==> src/rtl/apb_arb_pkg.sv <==
// apb_arb_pkg: shared widths, timeout length and FSM states for apb_req_arbiter
package apb_arb_pkg;
  localparam int ADDR_W      = 9;
  localparam int DATA_W      = 8;
  localparam int NUM_REQ     = 2;
  localparam int TIMEOUT_CYC = 16;
  typedef enum logic [1:0] {IDLE = 2'd0, SETUP = 2'd1, ACCESS = 2'd2} state_e;
endpackage

==> src/rtl/apb_rr_pick.sv <==
// apb_rr_pick: two-way round-robin selector favouring the requester not served last
module apb_rr_pick
  import apb_arb_pkg::*;
(
  input  logic [NUM_REQ-1:0] req,
  input  logic               last_served,
  output logic [NUM_REQ-1:0] grant,
  output logic               grant_idx
);
  always_comb begin
    grant_idx = (&req) ? ~last_served : req[1];
    grant     = {grant_idx, ~grant_idx} & {NUM_REQ{|req}};
  end
endmodule

==> src/rtl/apb_req_arbiter.sv <==
// apb_req_arbiter: two-requester round-robin front end driving a two-slave APB bus.
// Define APB_ARB_TIMEOUT_EN to abort ACCESS after TIMEOUT_CYC cycles without pready.
module apb_req_arbiter
  import apb_arb_pkg::*;
(
  input  logic                           pclk,
  input  logic                           presetn,
  input  logic [NUM_REQ-1:0]             req,
  input  logic [NUM_REQ-1:0]             read_write,
  input  logic [NUM_REQ-1:0][ADDR_W-1:0] addr,
  input  logic [NUM_REQ-1:0][DATA_W-1:0] wdata,
  output logic [NUM_REQ-1:0]             done,
  output logic [NUM_REQ-1:0]             err,
  output logic [DATA_W-1:0]              rdata,
  output logic                           grant_id,
  output logic                           psel1,
  output logic                           psel2,
  output logic                           penable,
  output logic                           pwrite,
  output logic [ADDR_W-2:0]              paddr,
  output logic [DATA_W-1:0]              pwdata,
  input  logic [DATA_W-1:0]              prdata,
  input  logic                           pready,
  input  logic                           pslverr
);
  state_e             state_q, state_d;
  logic               owner_q, owner_d, last_q, last_d, pwrite_q, pwrite_d;
  logic [ADDR_W-1:0]  addr_q, addr_d;
  logic [DATA_W-1:0]  pwdata_q, pwdata_d, rdata_q, rdata_d;
  logic [NUM_REQ-1:0] done_q, done_d, err_q, err_d, pick;
  logic               pick_idx, grant, tmo, fin, fail, busy;

  apb_rr_pick u_pick (
    .req         (req),
    .last_served (last_q),
    .grant       (pick),
    .grant_idx   (pick_idx)
  );

`ifdef APB_ARB_TIMEOUT_EN
  localparam int CNT_W = $clog2(TIMEOUT_CYC);
  logic [CNT_W-1:0] cnt_q, cnt_d;
  always_comb begin
    tmo   = state_q == ACCESS && !pready && cnt_q == CNT_W'(TIMEOUT_CYC - 1);
    cnt_d = state_q == ACCESS ? cnt_q + 1'b1 : '0;
  end
  always_ff @(posedge pclk or negedge presetn) begin
    if (!presetn) cnt_q <= '0;
    else          cnt_q <= cnt_d;
  end
`else
  assign tmo = 1'b0;
`endif

  // a timeout completes with pready low, so it reports as an error with zero data
  always_comb begin
    grant    = state_q == IDLE && |pick && ~|done_q;
    fin      = state_q == ACCESS && (pready || tmo);
    fail     = pslverr || !pready;
    busy     = state_q != IDLE;
    state_d  = grant ? SETUP : state_q == SETUP ? ACCESS : fin ? IDLE : state_q;
    owner_d  = grant ? pick_idx : owner_q;
    last_d   = grant ? pick_idx : last_q;
    pwrite_d = grant ? read_write[pick_idx] : pwrite_q;
    addr_d   = grant ? addr[pick_idx] : addr_q;
    pwdata_d = grant ? wdata[pick_idx] : pwdata_q;
    done_d   = {owner_q, ~owner_q} & {NUM_REQ{fin}};
    err_d    = done_d & {NUM_REQ{fail}};
    rdata_d  = !fin ? rdata_q : fail ? '0 : pwrite_q ? rdata_q : prdata;
  end

  always_ff @(posedge pclk or negedge presetn) begin
    if (!presetn) begin
      state_q  <= IDLE;
      owner_q  <= 1'b0;
      last_q   <= 1'b1;
      pwrite_q <= 1'b0;
      addr_q   <= '0;
      pwdata_q <= '0;
      rdata_q  <= '0;
      done_q   <= '0;
      err_q    <= '0;
    end else begin
      state_q  <= state_d;
      owner_q  <= owner_d;
      last_q   <= last_d;
      pwrite_q <= pwrite_d;
      addr_q   <= addr_d;
      pwdata_q <= pwdata_d;
      rdata_q  <= rdata_d;
      done_q   <= done_d;
      err_q    <= err_d;
    end
  end

  assign psel1    = busy && !addr_q[ADDR_W-1];
  assign psel2    = busy && addr_q[ADDR_W-1];
  assign penable  = state_q == ACCESS;
  assign pwrite   = pwrite_q;
  assign paddr    = addr_q[ADDR_W-2:0];
  assign pwdata   = pwdata_q;
  assign rdata    = rdata_q;
  assign done     = done_q;
  assign err      = err_q;
  assign grant_id = owner_q;
endmodule

==> config.mk <==
export PLATFORM = sky130hd
export DESIGN_NAME = apb_req_arbiter
export DESIGN_NICKNAME = d
export VERILOG_FILES = /design/src/rtl/apb_arb_pkg.sv /design/src/rtl/apb_rr_pick.sv /design/src/rtl/apb_req_arbiter.sv
export SDC_FILE = /design/constraint.sdc
export NUM_CORES = 1
export LEC_CHECK = 0
export CAP_MARGIN = 40
export CORE_MARGIN = 2
export CORE_UTILIZATION = 43
export DETAILED_ROUTE_END_ITERATION = 6
export PLACE_DENSITY = 0.83
export SYNTH_ARGS = -nofsm -noshare
export SYNTH_HDL_FRONTEND = slang
export SYNTH_HIERARCHICAL = 1
export SYNTH_SLANG_ARGS = --single-unit
==> constraint.sdc <==
create_clock -name pclk -period 2.65 [get_ports pclk]
set_input_delay 0.53 -clock pclk [delete_from_list [all_inputs] [get_ports pclk]]
set_output_delay 0.53 -clock pclk [all_outputs]
set_load 0.005 [all_outputs]
# Word level (Yosys, flattened, before mapping)
# Cells that the tools add are included.
dict set report word_totals {
  reg_bits 34
  out_inout_bits 33
  wordCells 48
}
dict set report op_classes {
  order_cmp 1
  eq_ne 3
  mux 12
  bitwise 6
  reduce_logical 17
}
# operator count
set op_table {}
lappend op_table {{$mux 8} 4}
lappend op_table {{$mux 9} 2}
lappend op_table {{$and 2x2->2} 3}
lappend op_table {{$mux 2} 3}
lappend op_table {{$reduce_or 2->1} 3}
lappend op_table {{$logic_and 1x1->1} 5}
lappend op_table {{$reduce_and 2->1} 2}
lappend op_table {{$logic_not 1->1} 3}
lappend op_table {{$mux 1} 3}
lappend op_table {{$not 1->1} 3}
lappend op_table {{$reduce_bool 3->1} 1}
lappend op_table {{$eq 2x1->1 const B} 1}
lappend op_table {{$eq 2x2->1 const B} 1}
lappend op_table {{$logic_not 2->1} 1}
lappend op_table {{$lt 1x2->1 const B} 1}
lappend op_table {{$ne 2x1->1 const B} 1}
lappend op_table {{$reduce_bool 2->1} 1}
lappend op_table {{$logic_or 1x1->1} 1}

# Logic depth before layout (Yosys ltp)
# Gate-level depths: netlist of run 1.
dict set report depth {
  ltp_word 8
  ltp_mapped 6
  depth_no_buf 5
}

# Cells and area by module
# The synthesis of run 1 kept the hierarchy.
# module n_inst cells_per_inst area_per_inst_um2
set by_module_without_submodules {}
lappend by_module_without_submodules {apb_req_arbiter 1 127 1639.1}
lappend by_module_without_submodules {apb_rr_pick 1 4 26.3}

# Worst setup path after synthesis of run 1
# Ideal clock, no wire load.
dict set report synth_timing {
  kind {input -> register}
  startpoint {in req[1]}
  endpoint {reg addr_q[4]}
  setup_ns 0.127
  arrival_ns 1.653
  required_time_ns 2.523
  path_slack_ns 0.869
  cell_stages 4
  path_cell_list {a21boi_1 -> clkbuf_1 -> mux2_2 -> mux2_1}
}
dict set report synth_between {
  elab_chain_cells 7
  elab_cells_between_ends 10
}
# item line
set synth_rtl {}
lappend synth_rtl {{start: declaration} apb_req_arbiter.sv:8} ;# input logic [NUM_REQ-1:0] req,
lappend synth_rtl {{$reduce_and 2->1} apb_rr_pick.sv:11} ;# grant_idx = (&req) ? ~last_served : req[1];
lappend synth_rtl {{$mux 1} apb_rr_pick.sv:11}
lappend synth_rtl {{$not 1->1} apb_rr_pick.sv:12} ;# grant = {grant_idx, ~grant_idx} & {NUM_REQ{|req}};
lappend synth_rtl {{$and 2x2->2} apb_rr_pick.sv:12}
lappend synth_rtl {{$reduce_or 2->1} apb_req_arbiter.sv:57} ;# grant = state_q == IDLE && |pick && ~|done_q;
lappend synth_rtl {{$logic_and 1x1->1 (2 in a row)} apb_req_arbiter.sv:57}
lappend synth_rtl {{end signal: assignment} apb_req_arbiter.sv:88} ;# addr_q <= addr_d;
lappend synth_rtl {{end: declaration} apb_req_arbiter.sv:28} ;# logic [ADDR_W-1:0] addr_q, addr_d;
# Parallel ways exist; a longest one is shown, timed or not. The select of a mux whose other input is x is not followed.
# A chain may end at the register's enable or synchronous reset.

# Final worst setup path of run 1
dict set report layout_timing {
  startpoint {reg state_q[1]}
  endpoint {out psel2}
}
dict set report layout_between {
  elab_chain_cells 2
}
# item line
set layout_rtl {}
lappend layout_rtl {{start: declaration} apb_req_arbiter.sv:26} ;# state_e state_q, state_d;
lappend layout_rtl {{start signal: assignment} apb_req_arbiter.sv:84} ;# state_q <= state_d;
lappend layout_rtl {{$reduce_bool 2->1} apb_req_arbiter.sv:60} ;# busy = state_q != IDLE;
lappend layout_rtl {{$logic_and 1x1->1} apb_req_arbiter.sv:97} ;# assign psel2 = busy && addr_q[ADDR_W-1];
lappend layout_rtl {{end: declaration} apb_req_arbiter.sv:17} ;# output logic psel2,
# Every way passes these cells.

==> impl_metrics.py, run 1 <==
metrics = {
    "timing": {
        "max_slew_margin": 0.663,
        "worst_pin_slew_ns": 0.504,
        "finalCritPeriodShare": 0.770,
        "setup_viol": 0,
        "finalHoldViolCount": 0,
        "slew_viol_final": 0,
        "period_needed_ns": 2.04,
        "fmax_mhz": 490,
        "final.setup_skew_ns": 0.00731,
        "rsz0062_at_grt": "no",
        "tns_ns": 0,
    },
    "cells_and_area": {
        "multiInputGateArea_um2": 678,
        "area_growth_syn_to_layout_pct": 54.5,
        "final_nets": 262,
        "fillCellCount": 282,
        "drive_above_1_share": 0.239,
        "seq_area_um2": 852,
        "diodes": 0,
    },
    "critical_path": {
        "arrival_ns": 1.51,
        "worstPathMaxFanout": 5,
        "startpoint_type": "flop",
        "worstSetupPathType": "reg -> out",
        "cp-startpoint": "state_q[1]$_DFFE_PN0P_",
        "cp.required_ns": 2.12,
        "end_kind": "primary output",
        "timing.rr.start": "last_q$_DFFE_PN1P_",
    },
    "placed_design": {
        "portBuffers": 82,
        "gp_congestion": 0.692,
        "dpl.hpwl_um": 2920,
    },
    "status": {
        "status": "finished, final reports clean",
    },
    "pwr": {
        "power_density_nw_per_um2": 955,
        "power.internal_mw": 1.75,
        "p_switching_mw": 0.703,
        "power.total_mw": 2.46,
        "leakage_nw": 1.07,
        "comb_power_share": 0.475,
        "clock_power_share": 0.145,
        "seq_power_share": 0.380,
        "max-vdd-ir-drop_v": 0.000532,
        "power.share.switching": 0.286,
    },
    "synth": {
        "synthTopCellsByCount": "mux2_2, dfrtp_1, inv_1",
        "syn_avg_cell_area_um2": 12.7,
        "ys.warnings.count": 6,
        "async_flop_share": 1.00,
        "synth_area_um2": 1670,
        "yosysMostFrequentCell": "mux2_2",
        "synthTopCellsByArea": "dfrtp_1, mux2_2, mux2i_1, buf_4, inv_1",
        "yosys.area.top_type": "dfrtp_1",
        "synth_ff_type": "dfrtp_1",
        "ys_ff_latch": 34,
        "ys_seq_area_frac": 0.512,
        "syn_inst": 131,
        "synth.net_count": 181,
        "synth_cell_types": 21,
        "synth_top_cell_area_share": 0.496,
        "synth_edf_count": 0,
    },
    "global_route": {
        "grt_pass1_wl_um": 6130,
        "antenna_found_initial": 0,
        "gr-usage-all-layers": 0.187,
        "grt_overflow": 0,
        "grt_start_max_net_pins": 35,
        "grt_pass1_vias": 1363,
    },
    "floorplanning": {
        "die_y_um": 66.2,
        "rows": 22,
        "initial_utilization": 0.451,
        "die_area_um2": 4390,
        "io_pins": 83,
        "core_um2": 3690,
        "die_w_um": 66.2,
    },
    "clocking": {
        "cts_setup_buffers": 0,
        "h-tree-depth": 2,
        "postCtsHoldBufs": 0,
        "cts_tree": "yes",
        "cts_resized": 0,
        "ctsLongestPathBuffers": 2,
        "cts.reportedPaths.clkPinSlew_ns": 0.06,
        "cts.sinks": 34,
        "clk_latency_ns": 0.28,
        "root_buffer": "clkbuf_8",
        "cts_made_buffers": 5,
    },
    "worst_hold_path": {
        "hp-class": "reg -> reg",
        "min_from": "addr_q[5]$_DFFE_PN0P_",
    },
    "route": {
        "dr.pass1.iters": 4,
        "vias_per_cell": 4.71,
        "drt-total-wl_um": 3660,
        "via_count": 1229,
        "postRouteAntennaNets": 0,
        "wl_per_cell_um": 14.0,
        "first_iter_violations": 10,
        "remaining_drc_errors": 0,
    },
    "run": {
        "cap_violations": 0,
    },
}
[final cells by class]
type,instances,area share
Clock buffer,8,0.0311
Inverter,12,0.0175
Multi-Input combinational cell,72,0.263
Sequential cell,34,0.331
Tap cell,48,0.0233
Timing Repair Buffer,87,0.333
[critical path, cell delays in order (launching register included)]
cell and delay (ns):
dfrtp_1 0.43, nor2_2 0.16, and2b_1 0.20, clkdlybuf4s50_1 0.44
[metrics by stage]
stage | std cells | utilization | area [um^2] | hold WS [ns] | setup slack [ns]
after floorplan | 131 | - | 1670 | 0.234 | 0.869
after global placement | 253 | 0.676 | 2490 | 0.477 | 0.442
after detailed placement | 253 | 0.676 | 2490 | 0.475 | 0.356
after CTS | 261 | 0.698 | 2570 | 0.489 | 0.594
after global routing | 261 | 0.698 | 2570 | 0.526 | 0.532
final | 261 | 0.698 | 2570 | 0.484 | 0.610
[metal layers]
metal  part of all wire  wire length [um]  vias up  track usage
li1                   -                 -      594            -
met1               0.39              1420      577        0.198
met2               0.50              1830       50        0.336
met3              0.091               333        8       0.0716
met4              0.018                67        0       0.0612
met5                  0                 0        -            0
[sequential cells by signal, summed over array words and instances (netlist names)]
name      cells
state_q       2
addr_q        9
grant_id      1
pwrite        1
last_q        1
pwdata        8
err           2
rdata         8
done          2
[power by group through the flow]
stage	Combinational [mW]	Clock (mW)	Sequential, mW
6_report	1.17	0.357	0.933
4_1_cts	1.19	0.369	0.938
5_1_grt	1.26	0.392	0.979
2_1_floorplan	0.608	0	0.925
3_3_place_gp	1.14	0	0.936
3_5_place_dp	1.19	0	0.941
[cell families after synthesis]
kind of cell,count (synthesis),synth area share
compound gates,6,0.0323
buf+inv,25,0.0834
flops,34,0.512
mux,46,0.305
simple gates,20,0.0676
[final timing paths]
check | depth (start not counted) | slack [ns] | end
setup / recovery | 3 | 0.61 | psel2
hold / removal | 1 | 0.48 | addr_q[5]$_DFFE_PN0P_
setup reg to reg | 6 | 0.89 | pwdata[3]$_DFFE_PN0P_
hold reg to reg | 1 | 0.48 | addr_q[5]$_DFFE_PN0P_
max in group asynchronous | 2 | 1.66 | last_q$_DFFE_PN1P_
min in group asynchronous | 2 | 0.66 | addr_q[1]$_DFFE_PN0P_
[cell usage in the layout (no fill, tap or decap)]
| cell type | Yosys | final |
|---|---|---|
| and2b_1 | 1 | 1 |
| nand3b_1 | 1 | 1 |
| nor2_2 | 1 | 1 |
| nor3_1 | 2 | 2 |
| nor2_1 | 4 | 4 |
| a21boi_1 | 3 | 2 |
| a21o_1 | 2 | 2 |
| nand2_1 | 8 | 8 |
| nor4b_4 | 1 | 1 |
| a21oi_4 | 1 | 1 |
| clkdlybuf4s50_1 | 0 | 82 |
| inv_1 | 12 | 12 |
| nor2b_1 | 2 | 2 |
| dfrtp_1 | 33 | 33 |
| mux2_1 | 2 | 2 |
| dfstp_2 | 1 | 1 |
| clkbuf_1 | 2 | 3 |
| mux2_2 | 36 | 36 |
| clkbuf_8 | 0 | 5 |
| buf_4 | 8 | 5 |
| a21boi_2 | 0 | 1 |
| mux2i_1 | 8 | 8 |
Note: power is estimated with default switching activity, not from simulation.
==> inputs of run 2 (changes only) <==
--- a/config.mk
+++ b/config.mk
@@ -7,9 +7,9 @@
 export LEC_CHECK = 0
 export CAP_MARGIN = 40
 export CORE_MARGIN = 2
-export CORE_UTILIZATION = 43
+export CORE_UTILIZATION = 40
 export DETAILED_ROUTE_END_ITERATION = 6
-export PLACE_DENSITY = 0.83
+export PLACE_DENSITY = 0.78
 export SYNTH_ARGS = -nofsm -noshare
 export SYNTH_HDL_FRONTEND = slang
 export SYNTH_HIERARCHICAL = 1
==> constraint.sdc (replaced) <==
create_clock -name pclk -period 2 [get_ports pclk]
set_input_delay 0.4 -clock pclk [delete_from_list [all_inputs] [get_ports pclk]]
set_output_delay 0.4 -clock pclk [all_outputs]
set_load 0.005 [all_outputs]
==> run 2 against run 1 <==
Non-clock buffer count is 1 higher. Cell area is 0.19% higher. Worst hold slack worse by 0.30 ns. Register-to-register slack worse by 0.66 ns. Flip-flop and latch count stayed put. Sequential power is 32% higher. Largest power group unchanged. Highest routed layer unchanged.
==> impl_metrics.py, run 2 (same netlist as run 1, synthesis figures left out) <==
metrics = {
    "timing": {
        "slew_viol_final": 0,
        "period_needed_ns": 1.92,
        "whs_ns": 0.186,
        "rsz0062_at_grt": "no",
        "final.setup_skew_ns": 0.00443,
        "fmax_mhz": 522,
        "max_slew_margin": 0.505,
        "worst_pin_slew_ns": 0.743,
        "finalCritPeriodShare": 0.959,
        "setup_viol": 0,
        "finalHoldViolCount": 0,
    },
    "pwr": {
        "max-vdd-ir-drop_v": 0.000773,
        "leakage_nw": 1.08,
        "power.total_mw": 3.26,
        "power_density_nw_per_um2": 1260,
    },
    "cells_and_area": {
        "fillCellCount": 319,
        "layout_common_cells": "clkdlybuf4s50_1, mux2_2, dfrtp_1",
        "multiInputGateArea_um2": 678,
        "diodes": 0,
        "area_growth_syn_to_layout_pct": 54.8,
        "largest-register": "addr_q",
        "seq_area_um2": 852,
        "finalNonFillerCells": 264,
        "final_nets": 263,
        "fin_area_um2": 2580,
        "drive_above_1_share": 0.248,
        "largest_register_ffs": 9,
        "final_common_cell": "clkdlybuf4s50_1",
    },
    "clocking": {
        "cts_resized": 0,
        "cts.sinks": 34,
        "ctsLongestPathBuffers": 2,
        "cts_tree": "yes",
        "postCtsHoldBufs": 0,
        "clk_latency_ns": 0.28,
        "root_buffer": "clkbuf_8",
        "cts_made_buffers": 5,
        "cts.reportedPaths.clkPinSlew_ns": 0.06,
        "cts_setup_buffers": 0,
        "h-tree-depth": 2,
    },
    "floorplanning": {
        "io_pins": 83,
        "core_um2": 4000,
        "die_area_um2": 4700,
        "rows": 23,
        "die_y_um": 68.5,
        "initial_utilization": 0.416,
        "die_w_um": 68.5,
    },
    "critical_path": {
        "timing.rr.start": "last_q$_DFFE_PN1P_",
        "arrival_ns": 1.52,
        "cp-startpoint": "state_q[1]$_DFFE_PN0P_",
        "r2r_slack_ns": 0.23,
        "worstPathMaxFanout": 5,
        "crit_end": "psel2",
        "startpoint_type": "flop",
        "cp.required_ns": 1.60,
        "end_kind": "primary output",
        "reg2reg_depth": 6,
        "worstSetupPathType": "reg -> out",
        "r2r_end": "pwdata[5]$_DFFE_PN0P_",
    },
    "route": {
        "drt-total-wl_um": 3720,
        "postRouteAntennaNets": 0,
        "wl_per_cell_um": 14.1,
        "vias_per_cell": 4.63,
        "remaining_drc_errors": 0,
        "dr.pass1.iters": 2,
        "via_count": 1221,
        "first_iter_violations": 30,
    },
    "placed_design": {
        "portBuffers": 82,
        "placed_area_um2": 2500,
        "dpl.hpwl_um": 2930,
        "gp_congestion": 0.698,
        "place_inst": 256,
    },
    "global_route": {
        "grt_pass1_wl_um": 5810,
        "gr-usage-all-layers": 0.173,
        "antenna_found_initial": 0,
        "grt_overflow": 0,
        "grt_start_max_net_pins": 35,
        "grt_pass1_vias": 1282,
    },
    "status": {
        "status": "finished, final reports clean",
    },
    "worst_hold_path": {
        "hp-class": "in -> async",
    },
    "run": {
        "cap_violations": 0,
    },
}
==> run 2: worst min-delay path by stage <==
| stage | cells after the start | start | slack, ns | endpoint |
|---|---|---|---|---|
| final | 1 | presetn | 0.19 | addr_q[3]$_DFFE_PN0P_ |
| after global routing | 1 | presetn | 0.25 | pwdata[6]$_DFFE_PN0P_ |
| after CTS | 1 | presetn | 0.20 | rdata[3]$_DFFE_PN0P_ |
| after detailed placement | 1 | addr_q[5]$_DFFE_PN0P_ | 0.48 | addr_q[5]$_DFFE_PN0P_ |
| after global placement | 1 | addr_q[4]$_DFFE_PN0P_ | 0.48 | addr_q[4]$_DFFE_PN0P_ |
| after floorplan | 0 | presetn | 0.10 | addr_q[0]$_DFFE_PN0P_ |
==> run 2: final cells by class <==
cell class / count / area share
Clock buffer: 8 / 0.0311
Inverter: 12 / 0.0175
Multi-Input combinational cell: 72 / 0.263
Sequential cell: 34 / 0.330
Tap cell: 50 / 0.0243
Timing Repair Buffer: 88 / 0.334
==> run 2: critical path, cell delays in order (launching register included) <==
cell             delay (ns)
dfrtp_1                0.43
nor2_2                 0.16
and2b_1                0.19
clkdlybuf4s50_1        0.46
==> run 2: per-stage QoR <==
stage / setup slack [ns] / setup TNS [ns] / util
after detailed placement: -0.162 / -2.79 / 0.625
after CTS: 0.0735 / 0 / 0.645
final: 0.0830 / 0 / 0.645
after floorplan: 0.349 / 0 / -
after global routing: 0.0343 / 0 / 0.645
after global placement: -0.0886 / -1.57 / 0.625
==> run 2: power by group <==
group | switching, mW | total [mW] | internal (mW)
clock network | 0.221 | 0.467 | 0.247
logic | 0.499 | 1.56 | 1.06
registers | 0.208 | 1.23 | 1.02
total | 0.928 | 3.26 | 2.33
==> run 2: metal layers <==
| layer | GRT usage | wire [um] |
|---|---|---|
| met4 | 0.0675 | 59 |
| met3 | 0.0584 | 221 |
| met1 | 0.186 | 1470 |
| met2 | 0.309 | 1980 |
| met5 | 0 | 0 |
==> inputs of run 3 (changes only) <==
--- a/config.mk
+++ b/config.mk
@@ -9,6 +9,7 @@
 export CORE_MARGIN = 2
 export CORE_UTILIZATION = 40
 export DETAILED_ROUTE_END_ITERATION = 6
+export MAX_ROUTING_LAYER = met4
 export PLACE_DENSITY = 0.78
 export SYNTH_ARGS = -nofsm -noshare
 export SYNTH_HDL_FRONTEND = slang
==> run 3 against run 2 <==
Cell area stayed put. Worst setup slack better by 0.0043 ns. First-iteration DRC count is 20% lower. Clock skew hardly changed. Cell count stayed put. Flip-flop and latch count stayed put. Critical path depth stayed put. Sequential power hardly changed. Largest power group unchanged.
==> impl_metrics.py, run 3 (same netlist as run 1, synthesis figures left out) <==
metrics = {
    "status": {
        "status": "finished, final reports clean",
    },
    "critical_path": {
        "worstPathMaxFanout": 5,
        "arrival_ns": 1.51,
        "startpoint_type": "flop",
        "crit_slowest_cell": "clkdlybuf4s50_1",
        "critical_path_buf_inv_count": 1,
        "worstSetupPathType": "reg -> out",
        "end_kind": "primary output",
        "critPathMaxStageDelay_ns": 0.46,
        "critical-path-top-delay-family": "buffers and inverters",
        "cp_cell_sequence": "nor2_2, and2b_1, clkdlybuf4s50_1",
        "cp.required_ns": 1.60,
    },
    "floorplanning": {
        "rows": 23,
        "die_w_um": 68.5,
        "die_y_um": 68.5,
        "initial_utilization": 0.416,
        "core_um2": 4000,
        "io_pins": 83,
        "die_area_um2": 4700,
    },
    "placed_design": {
        "place_inst": 256,
        "portBuffers": 82,
        "gp_congestion": 0.705,
        "place_ws_ns": -0.162,
        "dpl.hpwl_um": 2930,
    },
    "clocking": {
        "cts_resized": 0,
        "h-tree-depth": 2,
        "clk_latency_ns": 0.28,
        "ctsLongestPathBuffers": 2,
        "postCtsHoldBufs": 0,
        "cts_made_buffers": 5,
        "cts_tree": "yes",
        "cts.sinks": 34,
        "cts.reportedPaths.clkPinSlew_ns": 0.06,
        "root_buffer": "clkbuf_8",
        "cts_setup_buffers": 0,
    },
    "cells_and_area": {
        "drive_above_1_share": 0.248,
        "fillCellCount": 319,
        "diodes": 0,
        "area_growth_syn_to_layout_pct": 54.8,
        "largest_register_ffs": 9,
        "seq_area_um2": 852,
        "finalNonFillerCells": 264,
        "final_nets": 263,
        "final_common_cell": "clkdlybuf4s50_1",
        "layout_common_cells": "clkdlybuf4s50_1, mux2_2, dfrtp_1",
        "multiInputGateArea_um2": 678,
        "largest-register": "addr_q",
    },
    "route": {
        "wl_per_cell_um": 14.1,
        "drt-total-wl_um": 3720,
        "via_count": 1227,
        "first_iter_violations": 24,
        "dr.pass1.iters": 2,
        "postRouteAntennaNets": 0,
        "remaining_drc_errors": 0,
        "vias_per_cell": 4.65,
    },
    "global_route": {
        "grt_pass1_vias": 1280,
        "grt_use_met1": 0.189,
        "grtUsageMet2": 0.308,
        "top_usage_layer": "met2",
        "grt_use_met3": 0.0552,
        "antenna_found_initial": 0,
        "grt_start_max_net_pins": 35,
        "grt_overflow": 0,
        "gr-usage-all-layers": 0.178,
        "grt_pass1_wl_um": 5800,
    },
    "timing": {
        "finalHoldViolCount": 0,
        "max_slew_margin": 0.506,
        "rsz0062_at_grt": "no",
        "setup_slack_ns": 0.0872,
        "finalCritPeriodShare": 0.956,
        "final.setup_skew_ns": 0.00456,
        "worst_pin_slew_ns": 0.741,
        "period_needed_ns": 1.91,
        "setup_viol": 0,
        "fmax_mhz": 523,
        "slew_viol_final": 0,
    },
    "worst_hold_path": {
        "hp-class": "in -> async",
    },
    "pwr": {
        "power.total_mw": 3.26,
        "power_density_nw_per_um2": 1260,
        "max-vdd-ir-drop_v": 0.000770,
        "leakage_nw": 1.08,
    },
    "run": {
        "cap_violations": 0,
    },
}
[run 3: report_power, final]
group | switching (mW) | internal, mW
clock | 0.221 | 0.247
combinational | 0.499 | 1.06
sequential | 0.208 | 1.02
total | 0.928 | 2.33
[run 3: worst paths after layout]
kind	from	to	slack (ns)	cells past startpoint
worst max-delay path	state_q[1]$_DFFE_PN0P_	psel2	0.09	3
worst min-delay path	presetn	addr_q[7]$_DFFE_PN0P_	0.19	1
worst max register to register	last_q$_DFFE_PN1P_	pwdata[5]$_DFFE_PN0P_	0.23	6
worst min register to register	addr_q[5]$_DFFE_PN0P_	addr_q[5]$_DFFE_PN0P_	0.49	1
max in group asynchronous	presetn	pwdata[7]$_DFFE_PN0P_	1.34	1
min in group pclk	addr_q[5]$_DFFE_PN0P_	addr_q[5]$_DFFE_PN0P_	0.49	1
[run 3: routing by layer]
metal | share of wire | vias to the layer above | wire (um)
li1 | - | 593 | -
met1 | 0.40 | 578 | 1480
met3 | 0.056 | 9 | 207
met2 | 0.53 | 47 | 1970
met4 | 0.016 | 0 | 61
met5 | 0 | - | 0
[run 3: per-stage QoR]
stage | hold slack, ns | setup TNS, ns | instance area [um^2] | util
2_1_floorplan | 0.104 | 0 | 1670 | -
3_3_place_gp | 0.478 | -1.57 | 2500 | 0.625
3_5_place_dp | 0.476 | -2.79 | 2500 | 0.625
4_1_cts | 0.202 | 0 | 2580 | 0.645
5_1_grt | 0.247 | 0 | 2580 | 0.645
6_report | 0.185 | 0 | 2580 | 0.645
[run 3: area by class of cell]
class | count | area share
Multi-Input combinational cell | 72 | 0.263
Tap cell | 50 | 0.0243
Sequential cell | 34 | 0.330
Inverter | 12 | 0.0175
Timing Repair Buffer | 88 | 0.334
Clock buffer | 8 | 0.0311
[run 3: worst reg2reg max path, stage by stage, from the launching register on]
cell and delay (ns):
dfstp_2 0.56, inv_1 0.04, a21boi_1 0.13, nor2_1 0.09
nor4b_4 0.23, buf_4 0.24, mux2_2 0.36
